<file path="config.mk">
export PLATFORM = sky130hd
export DESIGN_NAME = pipe_stage_skid_reg
export DESIGN_NICKNAME = d
export VERILOG_FILES = /design/src/rtl/pipe_stage_skid_reg.sv
export SDC_FILE = /design/constraint.sdc
export NUM_CORES = 1
export LEC_CHECK = 0
export ABC_CLOCK_PERIOD_IN_PS = 2000
export CORE_UTILIZATION = 51
export CTS_CLUSTER_SIZE = 10
export DETAILED_ROUTE_END_ITERATION = 7
export PLACE_DENSITY = 0.77
export SYNTH_ARGS = -nofsm -noshare
export SYNTH_HDL_FRONTEND = slang
export SYNTH_SLANG_ARGS = --single-unit
export TNS_END_PERCENT = 100
</file>
<file path="constraint.sdc">
create_clock -name clk -period 2 [get_ports clk]
set_input_delay 0.4 -clock clk [delete_from_list [all_inputs] [get_ports clk]]
set_output_delay 0.4 -clock clk [all_outputs]
set_load 0.02 [all_outputs]
</file>
<file path="src/rtl/pipe_stage_skid_reg.sv">
// Pipeline inter-stage register with valid/ready handshake and a two-entry skid buffer.
// The upstream ready is registered, control is masked to a bubble when invalid, and stall cycles are counted.
//
// state    | meaning
// ---------+---------------------------------------------
// ST_EMPTY | no word held; out_valid=0, in_ready=1
// ST_ONE   | main slot full; out_valid=1, in_ready=1
// ST_TWO   | main and skid full; out_valid=1, in_ready=0
module pipe_stage_skid_reg #(
  parameter int              DW          = 16,
  parameter int              CW          = 8,
  parameter logic [CW-1:0]   CTRL_BUBBLE = {CW{1'b0}},
  parameter int              SCW         = 16
) (
  input  logic           clk,
  input  logic           rst_n,
  input  logic           in_valid,
  output logic           in_ready,
  input  logic [DW-1:0]  in_data,
  input  logic [CW-1:0]  in_ctrl,
  input  logic           flush,
  output logic           out_valid,
  input  logic           out_ready,
  output logic [DW-1:0]  out_data,
  output logic [CW-1:0]  out_ctrl,
  input  logic           clr_stats,
  output logic [SCW-1:0] stall_cnt
);

  typedef enum logic [1:0] {
    ST_EMPTY = 2'd0,
    ST_ONE   = 2'd1,
    ST_TWO   = 2'd2
  } state_t;

  state_t         state_q, state_d;
  logic [DW-1:0]  main_data_q, main_data_d;
  logic [CW-1:0]  main_ctrl_q, main_ctrl_d;
  logic [DW-1:0]  skid_data_q, skid_data_d;
  logic [CW-1:0]  skid_ctrl_q, skid_ctrl_d;
  logic [SCW-1:0] stall_cnt_q, stall_cnt_d;
  logic           accept;
  logic           drain;

  // Handshake outputs depend on registered state only.
  assign in_ready  = (state_q != ST_TWO);
  assign out_valid = (state_q != ST_EMPTY);
  assign out_data  = main_data_q;
  assign out_ctrl  = out_valid ? main_ctrl_q : CTRL_BUBBLE;
  assign stall_cnt = stall_cnt_q;

  assign accept = in_valid & in_ready;
  assign drain  = out_valid & out_ready;

  always_comb begin
    state_d     = state_q;
    main_data_d = main_data_q;
    main_ctrl_d = main_ctrl_q;
    skid_data_d = skid_data_q;
    skid_ctrl_d = skid_ctrl_q;

    if (flush) begin
      // Data is left in place; only control is scrubbed so no stale write enable survives.
      state_d     = ST_EMPTY;
      main_ctrl_d = CTRL_BUBBLE;
      skid_ctrl_d = CTRL_BUBBLE;
    end else begin
      case (state_q)
        ST_EMPTY: begin
          if (accept) begin
            state_d     = ST_ONE;
            main_data_d = in_data;
            main_ctrl_d = in_ctrl;
          end
        end
        ST_ONE: begin
          if (accept && drain) begin
            main_data_d = in_data;
            main_ctrl_d = in_ctrl;
          end else if (accept) begin
            state_d     = ST_TWO;
            skid_data_d = in_data;
            skid_ctrl_d = in_ctrl;
          end else if (drain) begin
            state_d = ST_EMPTY;
          end
        end
        ST_TWO: begin
          if (drain) begin
            state_d     = ST_ONE;
            main_data_d = skid_data_q;
            main_ctrl_d = skid_ctrl_q;
          end
        end
        default: state_d = ST_EMPTY;
      endcase
    end
  end

  always_comb begin
    stall_cnt_d = stall_cnt_q;
    if (clr_stats)
      stall_cnt_d = '0;
    else if (out_valid && !out_ready && (stall_cnt_q != {SCW{1'b1}}))
      stall_cnt_d = stall_cnt_q + {{(SCW-1){1'b0}}, 1'b1};
  end

  always_ff @(posedge clk or negedge rst_n) begin
    if (!rst_n) begin
      state_q     <= ST_EMPTY;
      main_data_q <= '0;
      main_ctrl_q <= CTRL_BUBBLE;
      skid_data_q <= '0;
      skid_ctrl_q <= CTRL_BUBBLE;
      stall_cnt_q <= '0;
    end else begin
      state_q     <= state_d;
      main_data_q <= main_data_d;
      main_ctrl_q <= main_ctrl_d;
      skid_data_q <= skid_data_d;
      skid_ctrl_q <= skid_ctrl_d;
      stall_cnt_q <= stall_cnt_d;
    end
  end

endmodule

</file>
==> Flow_metrics.wiki <==
{| class="wikitable"
! Metric !! Value
|-
| Reg2Reg Setup Slack || 0.14 ns
|-
| Share of post-route cells with drive strength above 1 || 18.8%
|-
| Post-route cell area || 4410 um2
|-
| I/O pin cnt || 72
|-
| Combinational family with the most area after synthesis || simple AND/OR/NAND/NOR gates
|-
| Clock tree from TritonCTS || yes
|-
| Slowest stage cell, crit path || dfrtp_1
|-
| Synthesis-to-layout area growth || 33.2%
|-
| Multi-input gate area in the final layout || 1550 um2
|-
| Sinks on the clock net || 66
|-
| Final Setup Violations || 0
|-
| Share of flip-flops with an asynchronous set or reset after synthesis || 100%
|-
| Count of unresolved DRC violations after routing || 0
|-
| Worst-path cell chain || nor2_1 > buf_4 > and2b_1 > dlygate4sd2_1
|-
| Area share of and/or/nand/nor cells after synthesis || 17.0%
|-
| DR vias/cell || 5.44
|-
| Synthesized netlist cell count || 300
|-
| Maximum Capacitance Violations || 0
|-
| Slew at the pin with the worst max-slew slack || 0.445 ns
|-
| Horiz. Die Dim || 82.5 um
|-
| Total number of H-tree levels || 3
|-
| Xor and xnor fraction of the mapped netlist area || 0%
|-
| Share of the synthesized area in the top cell type || 49.9%
|-
| Static Leakage || 0.00183 uW
|-
| Placed instance area || 4240 um2
|-
| Final Hold Viols || 0
|-
| Final setup skew || 0.00595 ns
|-
| Crit. End Element || primary output
|-
| Bufs and invs on worst path || 2
|-
| Type of the worst min-delay path || in -> async
|-
| Achievable Freq || 0.526 GHz
|-
| Core Area || 6100 um2
|-
| Highest-count cells in the layout ignoring fill and taps || dfrtp_1, clkdlybuf4s50_1, o21ai_0, mux2i_1, nand2_1
|-
| Clock latency at the later pin of the worst-skew pair || 0.34 ns
|-
| RePlAce Congestion || 0.781
|-
| Most frequent standard cell in the layout excluding fill and tap cells || dfrtp_1
|-
| Arrival time of data at the critical path endpoint || 1.50 ns
|-
| Number of port buffers || 71
|-
| Num CTS Buffers || 9
|-
| Sequential standard cell area || 1650 um2
|-
| Number of synthesized flops with an enable pin || 0
|-
| Relative max-transition margin || 70.4%
|-
| Global-route wire length before repair || 11900 um
|-
| Post-DRT Antenna Nets || 0
|-
| Clock edge transition at the registers on the reported setup and hold paths || 0.07 ns
|-
| Adder-cell area share of the yosys netlist || 0.378%
|-
| Die height || 82.5 um
|-
| Final critical path time including I/O delays and setup || 1.90 ns
|-
| Site row count || 28
|-
| Max stage delay on crit path || 0.38 ns
|-
| First-pass detailed-route iteration total || 4
|-
| Hold buffer count at CTS || 0
|-
| Compound-cell area share of the yosys netlist || 14.0%
|-
| Post-synthesis average cell area || 11.0 um2
|-
| VDD IR max || 666 uV
|-
| Biggest area consumer among synthesized cells || dfrtp_1
|-
| WS Path Type || reg -> out
|-
| Overall power of the completed layout || 3250 uW
|-
| Largest net degree at the start of global routing || 67
|-
| Overall fraction of global-route tracks in use || 23.6%
|-
| Number of nets in the synthesized netlist || 331
|-
| Starting utilization of the core area || 54.3%
|-
| Flip-flop cell with the highest count after synthesis || dfrtp_1
|-
| Drt total wl || 7150 um
|-
| Cell variety after synth || 51
|-
| Cell class contributing the biggest share of worst-path delay || buffers and inverters
|-
| Final Net Count || 419
|-
| Final HPWL DP || 4680 um
|-
| Yosys reg bits || 66
|-
| Max Fanout on Critical Path || 6
|-
| Cells taking the most area after synthesis || dfrtp_1, mux2i_1, mux2_2
|-
| Post-synth design cell area || 3310 um2
|-
| Aggregate global routing overflow || 0
|-
| Mux share of post-synthesis cell area || 15.4%
|-
| Sequential share of the synthesized area || 49.9%
|-
| Ant diodes || 0
|-
| Overall die area || 6810 um2
|-
| Share of the cycle needed by the critical path after routing || 95.1%
|-
| Via total after detailed routing || 2547
|-
| Run status || finished, final reports clean
|-
| Iteration-0 DRC Markers || 131
|-
| Warnings, synthesis || 0
|-
| Average wire length per cell after detail routing || 15.3 um
|-
| FILL cells || 471
|-
| PwrDens || 737 nW/um2
|-
| Clock buffer depth || 2
|-
| Via count of the first global-routing pass || 2563
|-
| Nature of the critical path startpoint || flop
|-
| Initial antenna violation count || 0
|-
| Required time of the critical path || 1.60 ns
|-
| Clock Root Buffer || clkbuf_8
|-
| Slew Limit Fails || 0
|-
| Setup repair after global routing missed its margin || false
|}
-- layout make-up --
type / instances / share of cell area, %
Tap cell: 75 / 2.13
Sequential cell: 66 / 37.5
Timing Repair Buffer: 93 / 20.9
Clock inverter: 3 / 0.341
Clock buffer: 13 / 3.38
Inverter: 6 / 0.511
Multi-Input combinational cell: 212 / 35.2
-- cell usage after synthesis, drive strengths merged, types with 2 or more instances --
library cell / number
nor4b: 2
buf: 8
o21a: 2
nand2: 23
o31ai: 4
mux2: 22
clkbuf: 8
nor2b: 15
inv: 6
nor4: 5
nand3: 4
mux2i: 26
a211oi: 10
nor2: 19
dfrtp: 66
nor3: 5
or2: 2
o21ai: 33
nand4: 2
or4: 4
and4: 2
a21oi: 17
-- timing repair --
item | 4_1_cts | 5_1_grt
gates resized for setup | 10 | 0
setup endpoints to repair | 10 | 1
setup buffers | 0 | 2
-- worst reg2reg max path: stages (launching register included) --
cell     delay (ns)
dfrtp_1        0.43
ha_1           0.30
and4_1         0.29
nand2_2        0.13
nor4_1         0.23
mux2_2         0.37
-- kinds of logic after synthesis --
logic type | count (synthesis)
fa+ha+maj | 1
compound gates | 73
flops | 66
buf+inv | 22
simple gates | 90
mux | 48
-- flip-flops by register name, summed over array words and instances (netlist names) --
name / cells
skid_data_q: 16
out_data: 16
skid_ctrl_q: 8
state_q: 2
stall_cnt: 16
main_ctrl_q: 8
-- stage by stage --
| stage | std cells | setup TNS [ns] | setup slack, ns | util [%] | hold slack, ns |
|---|---|---|---|---|---|
| final | 468 | 0 | 0.0972 | 72.3 | 0.0470 |
| after global routing | 468 | 0 | 0.00800 | 72.3 | 0.0906 |
| after CTS | 466 | 0 | 0.0586 | 72.0 | 0.0858 |
| after detailed placement | 450 | -1.58 | -0.122 | 69.5 | 0.444 |
| after global placement | 450 | -0.0841 | -0.0637 | 69.5 | 0.448 |
| after floorplan | 300 | 0 | 0.213 | - | 0.104 |
-- final timing paths --
check,from,to,depth (start not counted)
max in group asynchronous,rst_n,skid_ctrl_q[5]$_DFFE_PN0P_,2
worst max register to register,stall_cnt[0]$_DFFE_PN0P_,stall_cnt[10]$_DFFE_PN0P_,5
worst max-delay path,state_q[0]$_DFFE_PN0P_,out_ctrl[4],4
worst min-delay path,rst_n,stall_cnt[13]$_DFFE_PN0P_,2
min in group clk,skid_data_q[14]$_DFFE_PN0P_,skid_data_q[14]$_DFFE_PN0P_,1
worst min register to register,skid_data_q[14]$_DFFE_PN0P_,skid_data_q[14]$_DFFE_PN0P_,1
-- routing by layer --
metal	GRT usage, %	routed length, um
met5	0	0
met4	8.79	100
met3	6.04	380
met2	40.6	3540
met1	28.3	3130
-- report_power, final --
group	total (uW)	internal [uW]	switching, uW
sequential	1600	1510	89.4
clock	969	479	490
combinational	680	357	323
Power figures use the tool's default switching activity.
